--- src/rtl/uart_pkg.sv ---
// Shared UART constants and FSM state encodings (tx now, rx later).
package uart_pkg;

  localparam int PARITY_NONE = 0;
  localparam int PARITY_EVEN = 1;
  localparam int PARITY_ODD  = 2;

  typedef enum logic [2:0] {
    ST_IDLE   = 3'd0,
    ST_START  = 3'd1,
    ST_DATA   = 3'd2,
    ST_PARITY = 3'd3,
    ST_STOP   = 3'd4
  } uart_state_e;

endpackage

--- src/rtl/uart_bit_timer.sv ---
// Per-bit cycle counter: divisor latched on load (0/1 clamp to 2), counts 0..N-1.
// bit_end is combinational and marks the last cycle of every bit while running.
module uart_bit_timer #(
  parameter int DIV_W = 16
) (
  input  logic             clk,
  input  logic             rst,
  input  logic             load,
  input  logic [DIV_W-1:0] div,
  input  logic             run,
  output logic             bit_end
);

  logic [DIV_W-1:0] n_q;
  logic [DIV_W-1:0] cnt_q;

  assign bit_end = run && (cnt_q == n_q - DIV_W'(1));

  always_ff @(posedge clk) begin
    if (rst) begin
      n_q   <= DIV_W'(2);
      cnt_q <= '0;
    end else if (load) begin
      n_q   <= (div < DIV_W'(2)) ? DIV_W'(2) : div;
      cnt_q <= '0;
    end else if (run) begin
      cnt_q <= bit_end ? '0 : cnt_q + DIV_W'(1);
    end
  end

endmodule

--- src/rtl/uart_tx_cfg.sv ---
// Configurable UART transmitter with a one-entry holding buffer for gapless frames.
// Word captured at edge k starts its START bit on o_tx at k+2; o_ready low while the buffer is full.
module uart_tx_cfg
  import uart_pkg::*;
#(
  parameter int DATA_BITS = 8,
  parameter int PARITY    = 0,
  parameter int STOP_BITS = 1,
  parameter int DIV_W     = 16
) (
  input  logic                 i_clk,
  input  logic                 i_rst,
  input  logic [DATA_BITS-1:0] i_data,
  input  logic                 i_valid,
  output logic                 o_ready,
  input  logic [DIV_W-1:0]     i_clks_per_bit,
  output logic                 o_tx,
  output logic                 o_busy,
  output logic                 o_done,
  output logic [2:0]           o_dbg_state
);

  if (DATA_BITS < 5 || DATA_BITS > 9 || PARITY < 0 || PARITY > 2 ||
      (STOP_BITS != 1 && STOP_BITS != 2)) begin : g_bad_params
    $error("uart_tx_cfg: illegal DATA_BITS/PARITY/STOP_BITS combination");
  end

  uart_state_e          state_q, state_d;
  logic [DATA_BITS-1:0] buf_q;
  logic                 buf_full_q, buf_full_d;
  logic                 ready_q;
  logic [DATA_BITS-1:0] shift_q;
  logic                 par_q;
  logic [3:0]           bit_cnt_q, bit_cnt_d;
  logic                 tx_q, tx_d;
  logic                 busy_q;
  logic                 done_q;
  logic                 load;
  logic                 shift_en;
  logic                 last_stop;
  logic                 bit_end;
  logic                 capture;

  assign capture    = i_valid && ready_q;
  assign buf_full_d = capture || (buf_full_q && !load);

  uart_bit_timer #(.DIV_W(DIV_W)) u_timer (
    .clk     (i_clk),
    .rst     (i_rst),
    .load    (load),
    .div     (i_clks_per_bit),
    .run     (state_q != ST_IDLE),
    .bit_end (bit_end)
  );

  always_comb begin
    state_d   = state_q;
    bit_cnt_d = bit_cnt_q;
    load      = 1'b0;
    shift_en  = 1'b0;
    last_stop = 1'b0;
    tx_d      = 1'b1;
    case (state_q)
      ST_IDLE: begin
        if (buf_full_q) begin
          load    = 1'b1;
          state_d = ST_START;
        end
      end
      ST_START: begin
        tx_d = 1'b0;
        if (bit_end) begin
          bit_cnt_d = '0;
          state_d   = ST_DATA;
        end
      end
      ST_DATA: begin
        tx_d = shift_q[0];
        if (bit_end) begin
          shift_en = 1'b1;
          if (bit_cnt_q == 4'(DATA_BITS - 1)) begin
            bit_cnt_d = '0;
            state_d   = (PARITY != PARITY_NONE) ? ST_PARITY : ST_STOP;
          end else begin
            bit_cnt_d = bit_cnt_q + 4'd1;
          end
        end
      end
      ST_PARITY: begin
        tx_d = par_q;
        if (bit_end) begin
          bit_cnt_d = '0;
          state_d   = ST_STOP;
        end
      end
      ST_STOP: begin
        if (bit_end) begin
          if (bit_cnt_q == 4'(STOP_BITS - 1)) begin
            // Reload on the final stop cycle so the next START follows with no idle bit.
            last_stop = 1'b1;
            bit_cnt_d = '0;
            if (buf_full_q) begin
              load    = 1'b1;
              state_d = ST_START;
            end else begin
              state_d = ST_IDLE;
            end
          end else begin
            bit_cnt_d = bit_cnt_q + 4'd1;
          end
        end
      end
      default: state_d = ST_IDLE;
    endcase
  end

  always_ff @(posedge i_clk) begin
    if (i_rst) begin
      state_q    <= ST_IDLE;
      buf_q      <= '0;
      buf_full_q <= 1'b0;
      ready_q    <= 1'b0;
      shift_q    <= '0;
      par_q      <= 1'b0;
      bit_cnt_q  <= '0;
      tx_q       <= 1'b1;
      busy_q     <= 1'b0;
      done_q     <= 1'b0;
    end else begin
      state_q    <= state_d;
      bit_cnt_q  <= bit_cnt_d;
      buf_full_q <= buf_full_d;
      ready_q    <= !buf_full_d;
      if (capture) begin
        buf_q <= i_data;
      end
      if (load) begin
        shift_q <= buf_q;
        par_q   <= (PARITY == PARITY_ODD) ? ~^buf_q : ^buf_q;
      end else if (shift_en) begin
        shift_q <= shift_q >> 1;
      end
      // Line outputs trail the state register by one cycle; o_done lines up with the last stop cycle.
      tx_q   <= tx_d;
      busy_q <= (state_q != ST_IDLE);
      done_q <= last_stop;
    end
  end

  assign o_ready     = ready_q;
  assign o_tx        = tx_q;
  assign o_busy      = busy_q;
  assign o_done      = done_q;
  assign o_dbg_state = state_q;

endmodule
--- config.mk ---
export PLATFORM = sky130hd
export DESIGN_NAME = uart_tx_cfg
export DESIGN_NICKNAME = d
export VERILOG_FILES = /design/src/rtl/uart_pkg.sv /design/src/rtl/uart_bit_timer.sv /design/src/rtl/uart_tx_cfg.sv
export SDC_FILE = /design/constraint.sdc
export NUM_CORES = 1
export LEC_CHECK = 0
export CELL_PAD_IN_SITES_DETAIL_PLACEMENT = 0
export CELL_PAD_IN_SITES_GLOBAL_PLACEMENT = 2
export CORE_MARGIN = 2
export CORE_UTILIZATION = 38
export DETAILED_ROUTE_END_ITERATION = 6
export HOLD_SLACK_MARGIN = 0.05
export PLACE_DENSITY = 0.82
export SYNTH_ARGS = -nofsm -noshare
export SYNTH_HDL_FRONTEND = slang
export SYNTH_HIERARCHICAL = 1
export SYNTH_SLANG_ARGS = --single-unit
--- constraint.sdc ---
create_clock -name i_clk -period 8.88 [get_ports i_clk]
set_input_delay 0.888 -clock i_clk [delete_from_list [all_inputs] [get_ports i_clk]]
set_output_delay 0.888 -clock i_clk [all_outputs]
set_load 0.005 [all_outputs]
; ---- After elaboration in Yosys (flattened, before gate mapping)
; Cells that the tools add are included.
[totals]
register_bits = 61
out_inout_bits = 7
input_bits = 27
word_cells = 76
[classes]
reduce_logical = 17
order_cmp = 1
n_eq_ne = 14
addsub = 3
muxes = 27
n_bitwise = 2
[ops]
columns = cell, n
row1 = 16-bit 2-to-1 mux, 2
row2 = 3-bit 2-to-1 mux, 7
row3 = 4-bit 2-to-1 mux, 5
row4 = 16-bit by 1-bit adder with 16-bit output (second input constant), 1
row5 = 16-bit equality test, 1
row6 = 16-bit by 2-bit less-than comparator with 1-bit output (second input constant), 1
row7 = 8-bit 2-to-1 mux, 2
row8 = 16-bit by 1-bit subtractor with 16-bit output (second input constant), 1
row9 = 3-bit one-hot mux with 5 select lines, 1
row10 = 4-bit one-hot mux with 3 select lines, 1
row11 = 2-bit by 1-bit inequality test with 1-bit output (second input constant), 5
row12 = 8-bit parity, 1
row13 = 1-bit 2-to-1 mux, 7
row14 = 7-bit AND reduction, 1
row15 = 3-bit by 2-bit equality test with 1-bit output (second input constant), 2
row16 = 2-bit inequality test (second input constant), 3
row17 = 3-bit nonzero test, 2
row18 = 4-bit by 1-bit adder with 4-bit output (second input constant), 1
row19 = 4-bit by 3-bit equality test with 1-bit output (second input constant), 1
row20 = 4-bit zero test, 1
row21 = 4-bit AND reduction, 1
row22 = 2-bit OR reduction, 2
row23 = 3-bit by 1-bit equality test with 1-bit output (second input constant), 1
row24 = 3-bit equality test (second input constant), 1
row25 = other kinds (9), 13

; ---- Depth between registers and ports, before layout
; Gate-level depths: netlist of run 1.
[depth]
word_depth = 9
ltp_mapped = 18
mapped_depth_nobuf = 14

; ---- Cells and area by module
; The synthesis of run 1 kept the hierarchy.
[by_module_without_submodules]
columns = mod, n_inst, cells_each, seq_area_each_um2, area_per_inst_um2
row1 = uart_bit_timer, 1, 226, 640.6, 2044.5
row2 = uart_tx_cfg, 1, 157, 580.6, 1366.3

; ---- Worst setup path after synthesis of run 1
; OpenSTA, ideal clock, no wires.
[synth_path]
path_type = register -> register
startpoint = register u_timer.n_q[0]
endpoint = register u_timer.n_q[10]
arrival_ns = 3.501
setup_ns = 0.128
required_time_ns = 8.752
path_buffers = 4
synth_period_minus_slack_ns = 3.628
slack_ns = 5.252
stages_incl_launch_ff = 18
path_cell_list = dfxtp_1 > inv_1 > ha_1 > or4b_1 > buf_6 > nor4b_4 > xor2_1 > and3_1 > o22ai_2 > nor2_1 > nand4bb_1 > a21bo_2 > inv_1 > buf_2 > buf_6 > clkbuf_1 > mux2i_1 > nor2_1
[synth_via]
elab_chain_cells = 5
[synth_rtl]
columns = item, line
row1 = "start, declared", uart_bit_timer.sv:14  ; logic [DIV_W-1:0] n_q;
row2 = "start signal, assigned", uart_bit_timer.sv:24  ; n_q <= (div < DIV_W'(2)) ? DIV_W'(2) : div;
row3 = 16-bit by 1-bit subtractor with 16-bit output, uart_bit_timer.sv:17  ; assign bit_end = run && (cnt_q == n_q - DIV_W'(1));
row4 = 16-bit equality test, uart_bit_timer.sv:17
row5 = 1-bit logical AND, uart_bit_timer.sv:17
row6 = named net bit_end, uart_tx_cfg.sv:41  ; logic bit_end;
row7 = 1-bit 2-to-1 mux, uart_tx_cfg.sv:97  ; if (bit_end) begin
row8 = 1-bit one-hot mux with 2 select lines, uart_tx_cfg.sv:63  ; case (state_q)
row9 = named net load, uart_tx_cfg.sv:38  ; logic load;
; The timed path passes the listed nets, and every way through them passes these cells.
; A chain may end at the register's enable or synchronous reset.

; ---- Final worst setup path of run 1
[layout_path]
startpoint = register u_timer.n_q[0]
endpoint = register u_timer.cnt_q[1]
[layout_via]
elab_chain_cells = 6
elab_cells_between_ends = 7
cone_classes = add/sub: 1 / eq/ne: 1 / mux: 3 / reduce/logical: 2
[layout_rtl]
columns = item, line
row1 = 16-bit by 1-bit subtractor with 16-bit output (*), uart_bit_timer.sv:17
row2 = 16-bit equality test (*), uart_bit_timer.sv:17
row3 = 1-bit logical AND (*), uart_bit_timer.sv:17
row4 = named net bit_end, uart_tx_cfg.sv:41
row5 = 1-bit 2-to-1 mux, uart_tx_cfg.sv:97
row6 = 1-bit one-hot mux with 2 select lines, uart_tx_cfg.sv:63
row7 = 2-bit OR reduction (no source line), n/a
row8 = "end signal, assigned", uart_bit_timer.sv:27  ; cnt_q <= bit_end ? '0 : cnt_q + DIV_W'(1);
row9 = "end, declared", uart_bit_timer.sv:15  ; logic [DIV_W-1:0] cnt_q;
; The timed path passes the listed nets; every way through them passes the cells marked *.

==> flow_summary.toml, run 1 <==
[pwr]
sw_frac_of_total = 0.283
clkPwrFrac = 0.384
p_switching_mw = 0.182
p_int_mw = 0.462
ir_worst_vdd_mv = 0.104
p_seq_frac = 0.465
power.leakage_nw = 1.38
powerDensity_nw_per_um2 = 164
p_comb_frac = 0.152

[grt]
busiest_layer = "met2"
overflow = 0
grt_util_met3 = 0.0383
use_met2 = 0.270
grtUsageMet1 = 0.212
grt_max_degree = 43
antenna_found_initial = 0
grt_pass1_wl_mm = 13.0
track_usage = 0.162
grt_pass1_vias = 2632

[floorplan]
die_area_um2 = 9750
start_util = 0.391
die-height_um = 98.7
die_w_um = 98.7
coreArea_um2 = 8720
io_pins = 34
row_count = 34

[placed_design]
dpl.hpwl_mm = 5.49
gp_congestion = 0.865
io_buffers = 33

[timing]
timing.final.crit_share = 0.544
rsz0062_at_grt = "false"
hold_viol_final = 0
tns_ps = 0
final.min_clock_period_ps = 4830
maxSlewHeadroom = 0.274
setup_violations = 0
finalClockSkew_ps = 10.8
max_freq_ghz = 0.207
drv_slew = 0
tightest_slew_ps = 1090

[clock_network]
hold_buffers = 0
cts_inserted_buffers = 9
cts_tree = "built"
clk_pin_slew_worst_paths_ps = 70
cts.sinks = 61
cts_setup_buffers = 0
cts_root_buf = "clkbuf_8"
clk_path_buf_depth = 2
cts-resized-gates = 0
cts_max_level = 3
clk_latency_ps = 330

[cells_and_area]
n_antenna_cell = 0
layout.cells.most_common = "dfxtp_1"
drive_above_1_share = 0.108
area_growth_pct = 15.0
fin_util = 0.450
nNetsFinal = 434
final_cell_mix = "61 x dfxtp_1, 36 x nor2_1, 33 x clkdlybuf4s50_1"

[synth]
syn-num-nets = 414
synth_flop_cell = "dfxtp_1"
ys_types = 68
synth_edf_count = 0
synth_area_um2 = 3410
ys_ff_latch = 61
netlist_instances = 383
yosysWarnings = 6
syn_avg_cell_area_um2 = 8.91
async_flop_share = 0
ys_seq_area_frac = 0.358

[outcome]
status = "finished, final reports clean"

[detailed_routing]
via_count = 2759
ant_nets = 0
post-route-drc-count = 0
wl_mm = 7.58
drtIter0Drc = 82
dr.pass1.iters = 4
wl_per_cell_um = 14.7
routed_via_density = 5.35

[worst_setup_path]
timing.critical_path.from_type = "flop"
worstPathRequired_ps = 9080
cp-end-kind = "flop"
crit_arrival_ps = 5030
slowest_stage = "inv_1"
crit_type = "reg -> reg"
slowest_delay_ps = 810
crit_fanout = 26
path_cells = "inv_1, ha_1, or4b_1, o31ai_2, xor2_1, and3_1, o22ai_2, nor2_1, nand4bb_1, a21bo_2, inv_1, nor2_1, o21ai_4, o21ai_1"

[flow_run]
drv_cap = 0

[worst_hold_path]
hp-class = "reg -> reg"
-- metal layers --
metal | vias to the layer above | share of wire
met3 | 2 | 0.028
li1 | 1403 | -
met4 | 0 | 0.0025
met5 | - | 0
met2 | 36 | 0.48
met1 | 1318 | 0.49
-- area by class of cell --
type	instances	area, um^2
clock buffers	9	124
clock inverters	7	76.3
fillers	890	4800
inverters	9	33.8
multi-input cells	288	1990
flip-flops and latches	61	1220
well taps	108	135
repair buffers	34	338
-- cells in the mapped netlist, types with 5 or more instances --
library cell,instances,area share
clkbuf_1,12,0.013
buf_2,5,0.0073
or3_1,5,0.0092
o21ai_0,7,0.010
nor2_2,10,0.018
mux2i_1,16,0.047
nand3b_1,11,0.024
nand3_1,17,0.025
xor2_1,25,0.064
xnor2_1,19,0.049
nor4_1,8,0.015
inv_1,9,0.0099
nand2_1,23,0.025
a21oi_1,21,0.031
dfxtp_1,61,0.36
nor2_1,36,0.040
nor3b_1,5,0.011
nand4_1,8,0.015
a22oi_1,7,0.015
and3_1,7,0.013
nor3_1,6,0.0088
-- state kept, by name, summed over array words and instances, names as in the netlist --
signal / cells
u_timer/cnt_q: 16
u_timer/n_q: 16
bit_cnt_q: 4
o_dbg_state: 3
shift_q: 8
o_tx: 1
buf_full_q: 1
buf_q: 8
o_done: 1
o_ready: 1
par_q: 1
o_busy: 1
-- stage by stage --
stage,hold slack [ps],area (um^2),std cells,power (mW),setup WS [ps]
6_report,486,3920,516,0.644,4050
5_1_grt,508,3920,516,0.681,3610
3_5_place_dp,476,3720,500,0.403,4060
4_1_cts,489,3920,516,0.656,4030
3_3_place_gp,470,3720,500,0.403,4210
2_1_floorplan,458,3410,383,0.375,5250
-- critical path: cells and delay by family, from the launching register on --
| kind | cells | cell delay, ps |
|---|---|---|
| buffers and inverters | 2 | 880 |
| adder cells (fa/ha/maj) | 1 | 420 |
| AND/OR/NAND/NOR | 5 | 1660 |
| flip-flops | 1 | 360 |
| AO/OA/AOI/OAI | 5 | 1200 |
| XOR/XNOR | 1 | 180 |
-- worst paths after layout --
path / startpoint / end / depth (start not counted) / slack, ps
setup / recovery: u_timer/n_q[0] / u_timer/cnt_q[1] / 14 / 4050
hold / removal: shift_q[3] / shift_q[3] / 2 / 490
setup reg to reg: u_timer/n_q[0] / u_timer/cnt_q[1] / 14 / 4050
hold reg to reg: shift_q[3] / shift_q[3] / 2 / 490
-- power by group through the flow --
| stage | Clock, mW | Sequential [mW] | Combinational, mW |
|---|---|---|---|
| after global routing | 0.271 | 0.301 | 0.108 |
| after detailed placement | 0 | 0.305 | 0.0980 |
| after CTS | 0.259 | 0.299 | 0.0984 |
| final | 0.247 | 0.299 | 0.0976 |
| after global placement | 0 | 0.306 | 0.0978 |
| after floorplan | 0 | 0.298 | 0.0769 |
-- kinds of logic (layout without fill, tap and decap cells) --
group / Yosys count / after routing / synth area share
AOI/OAI and AO/OA: 61 / 61 / 0.128
DFF: 61 / 61 / 0.358
xor gates and xnor gates: 44 / 44 / 0.113
and+or+nand+nor: 162 / 162 / 0.279
muxes: 17 / 17 / 0.0503
buffers and inverters: 34 / 59 / 0.0572
adders and majority gates: 4 / 4 / 0.0147
(Power assumes the default switching activity.)
==> inputs of run 2 (changes only) <==
- CORE_UTILIZATION: 38 -> 35
- PLACE_DENSITY: 0.82 -> 0.76
- clock period: 8.88 -> 4.95 ns (I/O delays scaled with it)
==> flow_summary.toml, run 2 (synthesized netlist as in run 1, its figures left out) <==
[outcome]
status = "finished, final reports clean"

[timing]
finalClockSkew_ps = 9.06
drv_slew = 0
timing.final.crit_share = 0.846
rsz0062_at_grt = "false"
max_freq_ghz = 0.239
final.min_clock_period_ps = 4190
hold_viol_final = 0
hold_ws_ps = 488
maxSlewHeadroom = 0.398
tightest_slew_ps = 900
setup_violations = 0
tns_ps = 0

[pwr]
ir_worst_vdd_mv = 0.147
power.leakage_nw = 1.40
p_switching_mw = 0.335
powerDensity_nw_per_um2 = 305
sw_frac_of_total = 0.276
p_comb_frac = 0.146
clkPwrFrac = 0.413
power_mw = 1.22
p_seq_frac = 0.441
p_int_mw = 0.881

[placed_design]
io_buffers = 33
place_area_um2 = 3760
gp_congestion = 0.764
dpl.hpwl_mm = 5.66

[grt]
overflow = 0
track_usage = 0.156
grt_max_degree = 24
antenna_found_initial = 0
grt_pass1_vias = 2581
grt_pass1_wl_mm = 12.8

[worst_setup_path]
slowest_delay_ps = 670
crit_fanout = 19
timing.critical_path.from_type = "flop"
crit_arrival_ps = 4400
cp_top_family = "simple AND/OR/NAND/NOR gates"
crit_type = "reg -> reg"
path_cells = "inv_1, ha_1, or4b_1, nor4b_4, xor2_1, and3_1, o22ai_2, nor2_1, nand4bb_1, a21bo_2, inv_1, buf_4, nand3b_1, a2bb2oi_1"
cp_common_cell = "inv_1"
critPathBufInv = 3
cp-end-kind = "flop"
worstPathRequired_ps = 5160
slowest_stage = "or4b_1"

[detailed_routing]
ant_nets = 0
via_count = 2709
dr.pass1.iters = 4
post-route-drc-count = 0
wl_per_cell_um = 14.3
routed_via_density = 5.00
wl_mm = 7.73
drtIter0Drc = 64

[floorplan]
io_pins = 34
die_w_um = 103
row_count = 36
coreArea_um2 = 9590
die_area_um2 = 10600
start_util = 0.356
die-height_um = 103

[cells_and_area]
drive_above_1_share = 0.110
finish.instance_area_um2 = 3980
largestRegisters = "u_timer/cnt_q x16, u_timer/n_q x16"
nNetsFinal = 435
layout.cells.most_common = "dfxtp_1"
fill_cells = 1005
final_cell_mix = "61 x dfxtp_1, 36 x nor2_1, 33 x clkdlybuf4s50_1"
fin_util = 0.415
area_growth_pct = 16.8
n_antenna_cell = 0

[worst_hold_path]
hp-class = "reg -> reg"

[clock_network]
cts_max_level = 3
cts_root_buf = "clkbuf_8"
cts.sinks = 61
hold_buffers = 0
cts_tree = "built"
cts-resized-gates = 0
clk_pin_slew_worst_paths_ps = 70
clk_path_buf_depth = 2
clk_latency_ps = 340
cts_inserted_buffers = 9
cts_setup_buffers = 0

[flow_run]
drv_cap = 0
run 2: cell types whose count changed in the layout (fill, tap and decap cells not counted), sizes merged:
| cell | delta |
|---|---|
| clkinvlp | -1 |
| clkinv | -1 |
| bufinv | +1 |
| inv | +1 |
| buf | +1 |
run 2: cell type report:
class	count	area, um^2	area share
timing repair buffer	35	345	0.0867
clock buffer	9	124	0.0311
tap	133	166	0.0418
clock inverter	7	98.8	0.0248
inverter	9	33.8	0.00848
sequential	61	1220	0.307
multi-input combinational	288	1990	0.501
run 2: power groups by stage:
stage	sequential, mW	combinational [mW]	clock, mW
after floorplan	0.535	0.138	0
after global placement	0.548	0.178	0
after detailed placement	0.548	0.178	0
after CTS	0.536	0.179	0.520
after global routing	0.540	0.197	0.542
final	0.536	0.177	0.503
run 2: per-stage QoR:
stage,setup WS (ps),cells
3_3_place_gp,894,526
3_5_place_dp,785,526
5_1_grt,414,542
2_1_floorplan,1320,383
4_1_cts,758,542
6_report,764,542
run 2: per-layer routing:
layer	vias to the layer above	wire length, um	track usage
met1	1265	3780	0.203
li1	1402	-	-
met2	32	3630	0.258
met5	-	0	0
met4	0	78	0.0369
met3	10	233	0.0414
run 2: worst paths after layout:
check	slack [ps]	start	end	cells after the start
min reg2reg	490	shift_q[3]	shift_q[3]	2
min	490	shift_q[3]	shift_q[3]	2
max reg2reg	760	u_timer/n_q[0]	u_timer/n_q[1]	14
max	760	u_timer/n_q[0]	u_timer/n_q[1]	14
run 2: tightest hold or removal path: stages, from the launching register on:
cell	delay, ps
dfxtp_1	320
nand3b_1	70
a21oi_1	60
==> inputs of run 3 (changes only) <==
- CORE_UTILIZATION: 35 -> 32
- PLACE_DENSITY: 0.76 -> 0.73
- clock period: 4.95 -> 3.8 ns (I/O delays scaled with it)
==> flow_summary.toml, run 3 (synthesized netlist as in run 1, its figures left out) <==
[timing]
tns_ps = 0
hold_viol_final = 0
drv_slew = 0
rsz0062_at_grt = "false"
tightest_slew_ps = 556
max_freq_ghz = 0.288
final.min_clock_period_ps = 3470
timing.final.crit_share = 0.913
setup_violations = 0
finalClockSkew_ps = 11.4
maxSlewHeadroom = 0.628

[floorplan]
die_area_um2 = 11500
start_util = 0.330
die-height_um = 107
die_w_um = 107
io_pins = 34
coreArea_um2 = 10300
row_count = 37

[worst_setup_path]
slowest_stage = "dfxtp_1"
critPathBufInv = 4
r2r_slack_ps = 330
crit_type = "reg -> reg"
cp_top_family = "compound AO/OA/AOI/OAI gates"
crit_fanout = 25
path_cells = "inv_1, ha_1, buf_4, o21ba_1, a221oi_1, a41oi_1, nor4_2, o2111ai_2, nor2_2, nand4bb_1, a21bo_2, inv_1, buf_8, nand3b_1, a2bb2oi_1"
worstPathRequired_ps = 4010
cp-end-kind = "flop"
timing.critical_path.from_type = "flop"
slowest_delay_ps = 410
crit_arrival_ps = 3680
cp_common_cell = "inv_1"

[grt]
track_usage = 0.147
overflow = 0
grt_pass1_vias = 2664
grt_pass1_wl_mm = 13.2
grt_max_degree = 42
antenna_found_initial = 0

[detailed_routing]
wl_per_cell_um = 14.7
ant_nets = 0
via_count = 2748
wl_mm = 8.14
routed_via_density = 4.98
dr.pass1.iters = 4
post-route-drc-count = 0
drtIter0Drc = 82

[outcome]
status = "finished, final reports clean"

[pwr]
power.leakage_nw = 1.44
clkPwrFrac = 0.413
sw_frac_of_total = 0.258
p_int_mw = 1.19
p_seq_frac = 0.435
p_comb_frac = 0.153
p_switching_mw = 0.415
ir_worst_vdd_mv = 0.166
powerDensity_nw_per_um2 = 395
power_mw = 1.60

[flow_run]
drv_cap = 0

[placed_design]
gp_congestion = 0.763
io_buffers = 33
dpl.hpwl_mm = 5.88

[cells_and_area]
drive_above_1_share = 0.127
fill_cells = 1077
final_cell_mix = "61 x dfxtp_1, 34 x nor2_1, 33 x clkdlybuf4s50_1"
n_antenna_cell = 0
nNetsFinal = 442
layout.cells.most_common = "dfxtp_1"
largestRegisters = "u_timer/cnt_q x16, u_timer/n_q x16"
area_growth_pct = 19.0

[clock_network]
cts.sinks = 61
clk_latency_ps = 330
cts_setup_buffers = 0
clk_path_buf_depth = 2
cts_max_level = 3
clk_pin_slew_worst_paths_ps = 70
cts_root_buf = "clkbuf_8"
cts_tree = "built"
cts_inserted_buffers = 9

[worst_hold_path]
hp-class = "reg -> reg"
==> run 3: tightest hold or removal path: stages, from the launching register on <==
cell,delay [ps]
dfxtp_1,330
nand2_1,60
a21oi_1,50
==> run 3: worst paths after layout <==
| check | startpoint | to | depth (start not counted) |
|---|---|---|---|
| setup / recovery | u_timer/n_q[0] | u_timer/n_q[1] | 15 |
| setup reg to reg | u_timer/n_q[0] | u_timer/n_q[1] | 15 |
| hold reg to reg | buf_q[7] | shift_q[7] | 2 |
| hold / removal | buf_q[7] | shift_q[7] | 2 |
==> run 3: repair_timing <==
action	CTS	global route
setup endpoints to repair	0	37
hold buffers	0	0
gates resized for setup	0	5
==> run 3: layer usage <==
layer,vias up,part of all wire,GRT usage
met5,-,0,0
li1,1417,-,-
met3,6,0.022,0.0353
met4,0,0.0090,0.0464
met2,29,0.48,0.243
met1,1296,0.49,0.188
==> run 3: through the flow <==
| stage | worst slack (ps) | cell area (um^2) | cells | hold slack (ps) | utilization |
|---|---|---|---|---|---|
| floorplan | 172 | 3410 | 383 | 452 | - |
| global placement | 287 | 3820 | 536 | 470 | 0.370 |
| detailed placement | 191 | 3820 | 536 | 476 | 0.370 |
| CTS | 149 | 4040 | 552 | 488 | 0.392 |
| global route | 5.33 | 4060 | 552 | 500 | 0.393 |
| finish | 329 | 4060 | 552 | 482 | 0.393 |
==> run 3: layout make-up <==
type                    count  area, um^2  area share
repair buffers             42         405      0.0998
well taps                 136         170      0.0419
clock buffers              13         159      0.0391
inverters                   9        33.8     0.00832
clock inverters             3        67.6      0.0166
flip-flops and latches     61        1220       0.301
multi-input cells         288        2000       0.493
==> run 3: power groups by stage <==
| stage | sequential [mW] | combinational [mW] | clock, mW |
|---|---|---|---|
| detailed placement | 0.713 | 0.242 | 0 |
| global placement | 0.714 | 0.241 | 0 |
| finish | 0.698 | 0.245 | 0.662 |
| CTS | 0.698 | 0.244 | 0.683 |
| floorplan | 0.696 | 0.180 | 0 |
| global route | 0.702 | 0.269 | 0.716 |
